<file path="src/rtl/spoc_perm_sched.sv">
// Round scheduler for the SpoC-64 permutation: sequences rounds, steps and the round-constant LFSR.
// Optional feature: define SPOC_PERM_2X_EN for two rounds per cycle (RPS must be even).
module spoc_perm_sched #(
  parameter int unsigned STEPS   = 18,
  parameter int unsigned RPS     = 6,
  parameter logic [5:0]  RC_SEED = 6'b111111
) (
  input  logic       clk,
  input  logic       rst,
  input  logic       start,
  output logic       busy,
  output logic       en_round,
  output logic       en_step,
  output logic [5:0] rc,
  output logic [5:0] rc_nxt,
  output logic [4:0] step_ctr,
  output logic [2:0] round_ctr,
  output logic       perm_done
);

  typedef enum logic [1:0] {IDLE, RUN, DONE} state_t;

  function automatic logic [5:0] lfsr_f(input logic [5:0] x);
    return {x[4:0], x[5] ^ x[4]};
  endfunction

  state_t     state_q, state_d;
  logic [5:0] lfsr_q, lfsr_d;
  logic [4:0] step_q, step_d;
  logic [2:0] round_q, round_d;

  logic       run;
  logic [5:0] lfsr_step1;
  logic [5:0] lfsr_adv;
  logic [3:0] round_sum;
  logic       step_hit;

`ifdef SPOC_PERM_2X_EN
  localparam logic [3:0] R_INC = 4'd2;

  if ((RPS % 2) != 0) begin : g_rps_odd
    $error("spoc_perm_sched: RPS must be even when SPOC_PERM_2X_EN is defined");
  end

  assign lfsr_step1 = lfsr_f(lfsr_q);
  assign lfsr_adv   = lfsr_f(lfsr_step1);
  assign rc_nxt     = run ? lfsr_step1 : 6'd0;
`else
  localparam logic [3:0] R_INC = 4'd1;

  assign lfsr_step1 = lfsr_f(lfsr_q);
  assign lfsr_adv   = lfsr_step1;
  assign rc_nxt     = 6'd0;
`endif

  localparam logic [3:0] RPS_W     = 4'(RPS);
  localparam logic [4:0] LAST_STEP = 5'(STEPS - 1);

  assign run       = (state_q == RUN);
  assign round_sum = {1'b0, round_q} + R_INC;
  assign step_hit  = run && (round_sum == RPS_W);

  // Outputs decode registered state only; start never reaches them combinationally.
  assign busy      = run;
  assign en_round  = run;
  assign en_step   = step_hit;
  assign rc        = run ? lfsr_q : 6'd0;
  assign step_ctr  = step_q;
  assign round_ctr = round_q;
  assign perm_done = (state_q == DONE);

  always_comb begin
    state_d = state_q;
    lfsr_d  = lfsr_q;
    step_d  = step_q;
    round_d = round_q;
    case (state_q)
      IDLE: begin
        if (start) begin
          state_d = RUN;
          lfsr_d  = RC_SEED;
          step_d  = 5'd0;
          round_d = 3'd0;
        end
      end
      RUN: begin
        lfsr_d = lfsr_adv;
        if (step_hit) begin
          round_d = 3'd0;
          step_d  = step_q + 5'd1;
          if (step_q == LAST_STEP) begin
            state_d = DONE;
          end
        end else begin
          round_d = round_sum[2:0];
        end
      end
      DONE: begin
        // A start in the completion cycle chains straight into the next permutation.
        if (start) begin
          state_d = RUN;
          lfsr_d  = RC_SEED;
          step_d  = 5'd0;
          round_d = 3'd0;
        end else begin
          state_d = IDLE;
        end
      end
      default: state_d = IDLE;
    endcase
  end

  always_ff @(posedge clk) begin
    if (rst) begin
      state_q <= IDLE;
      lfsr_q  <= RC_SEED;
      step_q  <= 5'd0;
      round_q <= 3'd0;
    end else begin
      state_q <= state_d;
      lfsr_q  <= lfsr_d;
      step_q  <= step_d;
      round_q <= round_d;
    end
  end

endmodule

</file>
<file path="config.mk">
export PLATFORM = sky130hd
export DESIGN_NAME = spoc_perm_sched
export DESIGN_NICKNAME = d
export VERILOG_FILES = /design/src/rtl/spoc_perm_sched.sv
export SDC_FILE = /design/constraint.sdc
export NUM_CORES = 1
export LEC_CHECK = 0
export BUFFER_PORTS_ARGS = -buffer_cell sky130_fd_sc_hd__buf_2
export CORE_ASPECT_RATIO = 2
export CORE_MARGIN = 5
export CORE_UTILIZATION = 30
export DETAILED_ROUTE_END_ITERATION = 10
export HOLD_SLACK_MARGIN = 0.03
export PLACE_DENSITY = 0.54
export SYNTH_ARGS = -nofsm -noshare
export SYNTH_HDL_FRONTEND = slang
export SYNTH_SLANG_ARGS = --single-unit
</file>
<file path="constraint.sdc">
create_clock -name clk -period 1.7 [get_ports clk]
set_input_delay 0.085 -clock clk [delete_from_list [all_inputs] [get_ports clk]]
set_output_delay 0.085 -clock clk [all_outputs]
set_load 0.05 [all_outputs]
</file>
# --- Word-level counts from Yosys, hierarchy flattened ---
# Cells that the tools add are included.
op_classes:
  addsub: 2
  mul: 0
  div: 0
  order_cmp: 0
  eq_ne: 8
  n_shift: 0
  n_mux: 14
  bitwise_logic: 1
  reduce_logical: 7
ops:
  columns: ["operator", "n"]
  rows:
  - ["$mux 6", 2]
  - ["$pmux 6 s2", 1]
  - ["$mux 5", 2]
  - ["$pmux 5 s2", 1]
  - ["$mux 2", 3]
  - ["$mux 3", 2]
  - ["$pmux 2 s3", 1]
  - ["$pmux 3 s2", 1]
  - ["$reduce_and 3->1", 2]
  - ["$add 5x1->5 const B", 1]
  - ["$eq 5x5->1 const B", 1]
  - ["$add 3x1->4 const B", 1]
  - ["$eq 4x3->1 const B", 1]
  - ["$ne 2x1->1 const B", 2]
  - ["$ne 2x2->1 const B", 2]
  - ["$eq 2x1->1 const B", 1]
  - ["$eq 2x2->1 const B", 1]
  - ["$logic_not 2->1", 1]
  - ["$reduce_and 2->1", 1]
  - ["$reduce_bool 2->1", 1]
  - ["$reduce_or 2->1", 1]
  - ["$logic_and 1x1->1", 1]
  - ["$mux 1", 1]
  - ["$xor 1x1->1", 1]
totals:
  reg_bits: 16
  latch_bits: 0
  mem_bits_rw: 0
  rom_bits: 0
  output_inout_bits: 24
  n_memories: 0

# --- Logic depth before layout (Yosys ltp) ---
logic_depth:
  word_depth: 5
  depth_mapped: 7
  ltp_nobuf: 6

# --- Worst setup path before layout ---
# OpenSTA, ideal clock, no wires.
synth_timing:
  kind: "register to register"
  startpoint: "reg round_q[0] (netlist: round_ctr[0])"
  endpoint: "reg step_q[2] (netlist: step_ctr[2])"
  setup_ps: 160
  arrival_time_ps: 2097
  required_ps: 1540
  slack_ps: -557
  path_stages_with_launch: 5
  synth_period_minus_slack_ps: 2257
  cell_sequence: "dfxtp_1 ha_1 mux2i_1 nor2_1 o211ai_1"
synth_between:
  elab_chain_cells: 5
synth_rtl:
  columns: ["item", "line", "text"]
  rows:
  - ["from (decl)", "30", "logic [2:0] round_q, round_d;"]
  - ["from (signal assigned)", "123", "round_q <= round_d;"]
  - ["$add 3x1->4", "60", "assign round_sum = {1'b0, round_q} + R_INC;"]
  - ["$eq 4x3->1", "61", "assign step_hit = run && (round_sum == RPS_W);"]
  - ["$logic_and 1x1->1", "61", null]
  - ["net en_step", "13", "output logic en_step,"]
  - ["$ne 2x2->1 (no source line)", null, null]
  - ["$reduce_and 3->1 (no source line)", null, null]
  - ["to (signal assigned)", "122", "step_q <= step_d;"]
  - ["to (decl)", "29", "logic [4:0] step_q, step_d;"]
# The timed path passes the listed nets, and every way through them passes these cells.
# A chain may end at the register's enable or synchronous reset.

# --- Final worst setup path ---
layout_timing:
  startpoint: "reg round_q[0] (netlist: round_ctr[0])"
  endpoint: "out en_step"
layout_between:
  elab_chain_cells: 3
layout_rtl:
  columns: ["item", "line"]
  rows:
  - ["$add 3x1->4", "60"]
  - ["$eq 4x3->1", "61"]
  - ["$logic_and 1x1->1", "61"]
  - ["to (decl)", "13"]
# No other way between the ends.

==> flow_metrics.tcl <==
set metrics [dict create \
    outcome "complete, no violations" \
    path_max_fanout 7 \
    synthXorXnorAreaFrac 0.00954 \
    power_mw 1.04 \
    multi_input_comb_area_sq_um 546 \
    place_congestion 0.800 \
    pre_cts_ws_ps 113 \
    fin_crit_ps 1620 \
    syn_to_final_growth_pct 20.4 \
    nFillCells 331 \
    cp.buffers_inverters 2 \
    netlist_instances 109 \
    synth_warnings 0 \
    antenna_cells 0 \
    dp_hpwl_um 1700 \
    cp.arrival_ps 1540 \
    ys_ff_latch 16 \
    worstReg2RegEnd "step_ctr[4]$_SDFFE_PP0P_" \
    clock-skew-final_ps 0.767 \
    worstPathCellList "ha_2, a21oi_2, mux2i_2, buf_4, nor2_4, buf_6" \
    wl_per_cell_um 13.8 \
    drive_above_1_share 0.282 \
    cts_buffer_depth 2 \
    tns_ps 0 \
    synth_top_cell_area_share 0.349 \
    final_common_cell "buf_2" \
    path_class "reg2out" \
    core_sq_um 2940 \
    crit_path_top_delay_cell "dfxtp_2" \
    drv_cap 0 \
    clkSinkCount 16 \
    seqCellArea_sq_um 323 \
    cts_root_buf "clkbuf_8" \
    syn_area_sq_um 918 \
    p_leak_nw 0.475 \
    dr.pass1.iters 3 \
    grt_max_degree 16 \
    viasPerCell 5.21 \
    grt_util_all_layers 0.108 \
    synth-simple-area-share 0.320 \
    muxShareOfSynthArea 0.0232 \
    hold_class "in2reg" \
    cts_tree "built" \
    ys_seq_area_frac 0.349 \
    required_ps 1620 \
    peakVddDrop_mv 0.463 \
    avgSynthCellArea_sq_um 8.43 \
    setup_viol 0 \
    drt_iter0_markers 10 \
    hold_slack_ps 170 \
    die_x_um 49.1 \
    numCtsBuffers 3 \
    clk_latency_ps 250 \
    r2r_slack_ps 160 \
    timing.fmax_ghz 0.616 \
    drt_wl_total_um 2220 \
    htree_levels 1 \
    route.detailed.drc 0 \
    row_count 28 \
    hold_path_end "lfsr_q[0]$_SDFFE_PP1P_" \
    worstSetupEndpointType "output pin" \
    synth_area_leaders "dfxtp_1 (35%), buf_4 (5.7%), ha_1 (5.4%), nand3b_1 (4.9%), o211ai_1 (4.9%)" \
    port_buffers 20 \
    clkTransAtPathRegs_ps 70 \
    grt_pass1_vias 815 \
    grt_pass1_wl_um 3670 \
    grt_antenna_before_repair 0 \
    synthAdderAreaFrac 0.0545 \
    cp-start-kind "flip-flop" \
    maxSlewViolCount 0 \
    holdBufCountCts 0 \
    grt_remaining_overflow 0 \
    synth_compound_area_frac 0.143 \
    power.density_nw_per_um2 937 \
    nets 139 \
    synth_top_family_by_area "simple AND/OR/NAND/NOR gates" \
    rsz0062_at_grt "no" \
    most-common-layout-cells "buf_2 (19), dfxtp_1 (14), nand2_1 (11), and2_1 (7)" \
    min_period_over_period 0.954 \
    die_h_um 88.2 \
    dr_total_vias 839 \
    floorplan.initialDensity 0.312 \
    hold_path_depth 3 \
    reg2reg_depth 5 \
    critical_path.top_delay_family "flip-flops" \
    r2r-start "round_ctr[0]$_SDFFE_PP0P_" \
    setup_ws_ps 77.7 \
    dieArea_sq_um 4340 \
    holdCritStartpoint "start" \
    cp_slowest_stage_delay_ps 360 \
    synth.distinct_cells 33 \
    ios 27 \
    yosysTopAreaCell "dfxtp_1" \
    ant_nets 0 \
    hold_viol_final 0 \
]
[cell type report]
| class | instances | area share |
|---|---|---|
| Clock buffer | 4 | 0.0498 |
| Inverter | 3 | 0.0147 |
| Multi-Input combinational cell | 85 | 0.493 |
| Sequential cell | 16 | 0.292 |
| Tap cell | 30 | 0.0339 |
| Timing Repair Buffer | 23 | 0.117 |
[cells by family (layout without fill, tap and decap cells)]
| logic type | count (synthesis) | after routing |
|---|---|---|
| xor gates and xnor gates | 1 | 1 |
| AOI/OAI and AO/OA | 20 | 20 |
| and+or+nand+nor | 52 | 52 |
| adders and majority gates | 4 | 4 |
| DFF | 16 | 16 |
| muxes | 2 | 2 |
| other | 1 | 6 |
| buffers and inverters | 13 | 30 |
[flip-flops by register name, summed over array words and instances (netlist names)]
register	flops
lfsr_q	6
state_q	2
step_ctr	5
round_ctr	3
[worst max path at each step]
stage	startpoint	end	slack, ps	depth (start not counted)
global placement	round_ctr[0]$_SDFFE_PP0P_	step_ctr[3]$_SDFFE_PP0P_	160	5
global route	round_ctr[0]$_SDFFE_PP0P_	en_step	8	6
floorplan	round_ctr[0]$_SDFFE_PP0P_	step_ctr[4]$_SDFFE_PP0P_	0.2	5
CTS	round_ctr[0]$_SDFFE_PP0P_	en_step	10	6
finish	round_ctr[0]$_SDFFE_PP0P_	en_step	80	6
detailed placement	round_ctr[0]$_SDFFE_PP0P_	step_ctr[4]$_SDFFE_PP0P_	110	5
[per-layer routing]
layer / GRT usage / wire [um] / vias up
met2: 0.192 / 1170 / 18
li1: - / - / 418
met1: 0.110 / 910 / 399
met4: 0.0686 / 41 / 0
met5: 0 / 0 / -
met3: 0.0253 / 100 / 4
[through the flow]
stage,cells,cell area (sq um),utilization
finish,161,1110,0.376
global route,161,1110,0.376
CTS,161,1100,0.375
detailed placement,157,1040,0.354
global placement,157,1040,0.354
floorplan,114,953,-
[worst min-delay path, cell delays in order]
cell and delay (ps):
buf_2 110, or3_1 100, a21o_1 100
[synthesized netlist by cell type]
cell type and count:
dfxtp_1 16, nand2_1 11, a21oi_1 7, and2_1 7, buf_4 7, nor2_1 7
nand3b_1 6, o211ai_1 6, ha_1 4, nand2b_1 3, nand3_1 3, nand4_1 3
or3_1 3, a31oi_1 2, and2b_1 2, inv_1 2, nor3_1 2, nor3b_1 2
or4_1 2, a211o_1 1, a21o_1 1, a31o_2 1, buf_2 1, buf_6 1
clkbuf_1 1, clkinv_4 1, conb_1 1, mux2_2 1, mux2i_1 1, nand2_4 1
o21ai_0 1, o2bb2ai_1 1, xnor2_1 1
[power by group]
| group | internal, mW | leakage, nW | total [mW] | switching (mW) |
|---|---|---|---|---|
| sequential | 0.393 | 0.131 | 0.412 | 0.0182 |
| combinational | 0.0699 | 0.315 | 0.275 | 0.205 |
| clock | 0.206 | 0.0288 | 0.349 | 0.144 |
[repair_timing]
action                                  4_1_cts  5_1_grt
resized for setup                             2        1
endpoints found under the setup margin        1        1
buffers inserted                              0        0
Note: power is estimated with default switching activity, not from simulation.
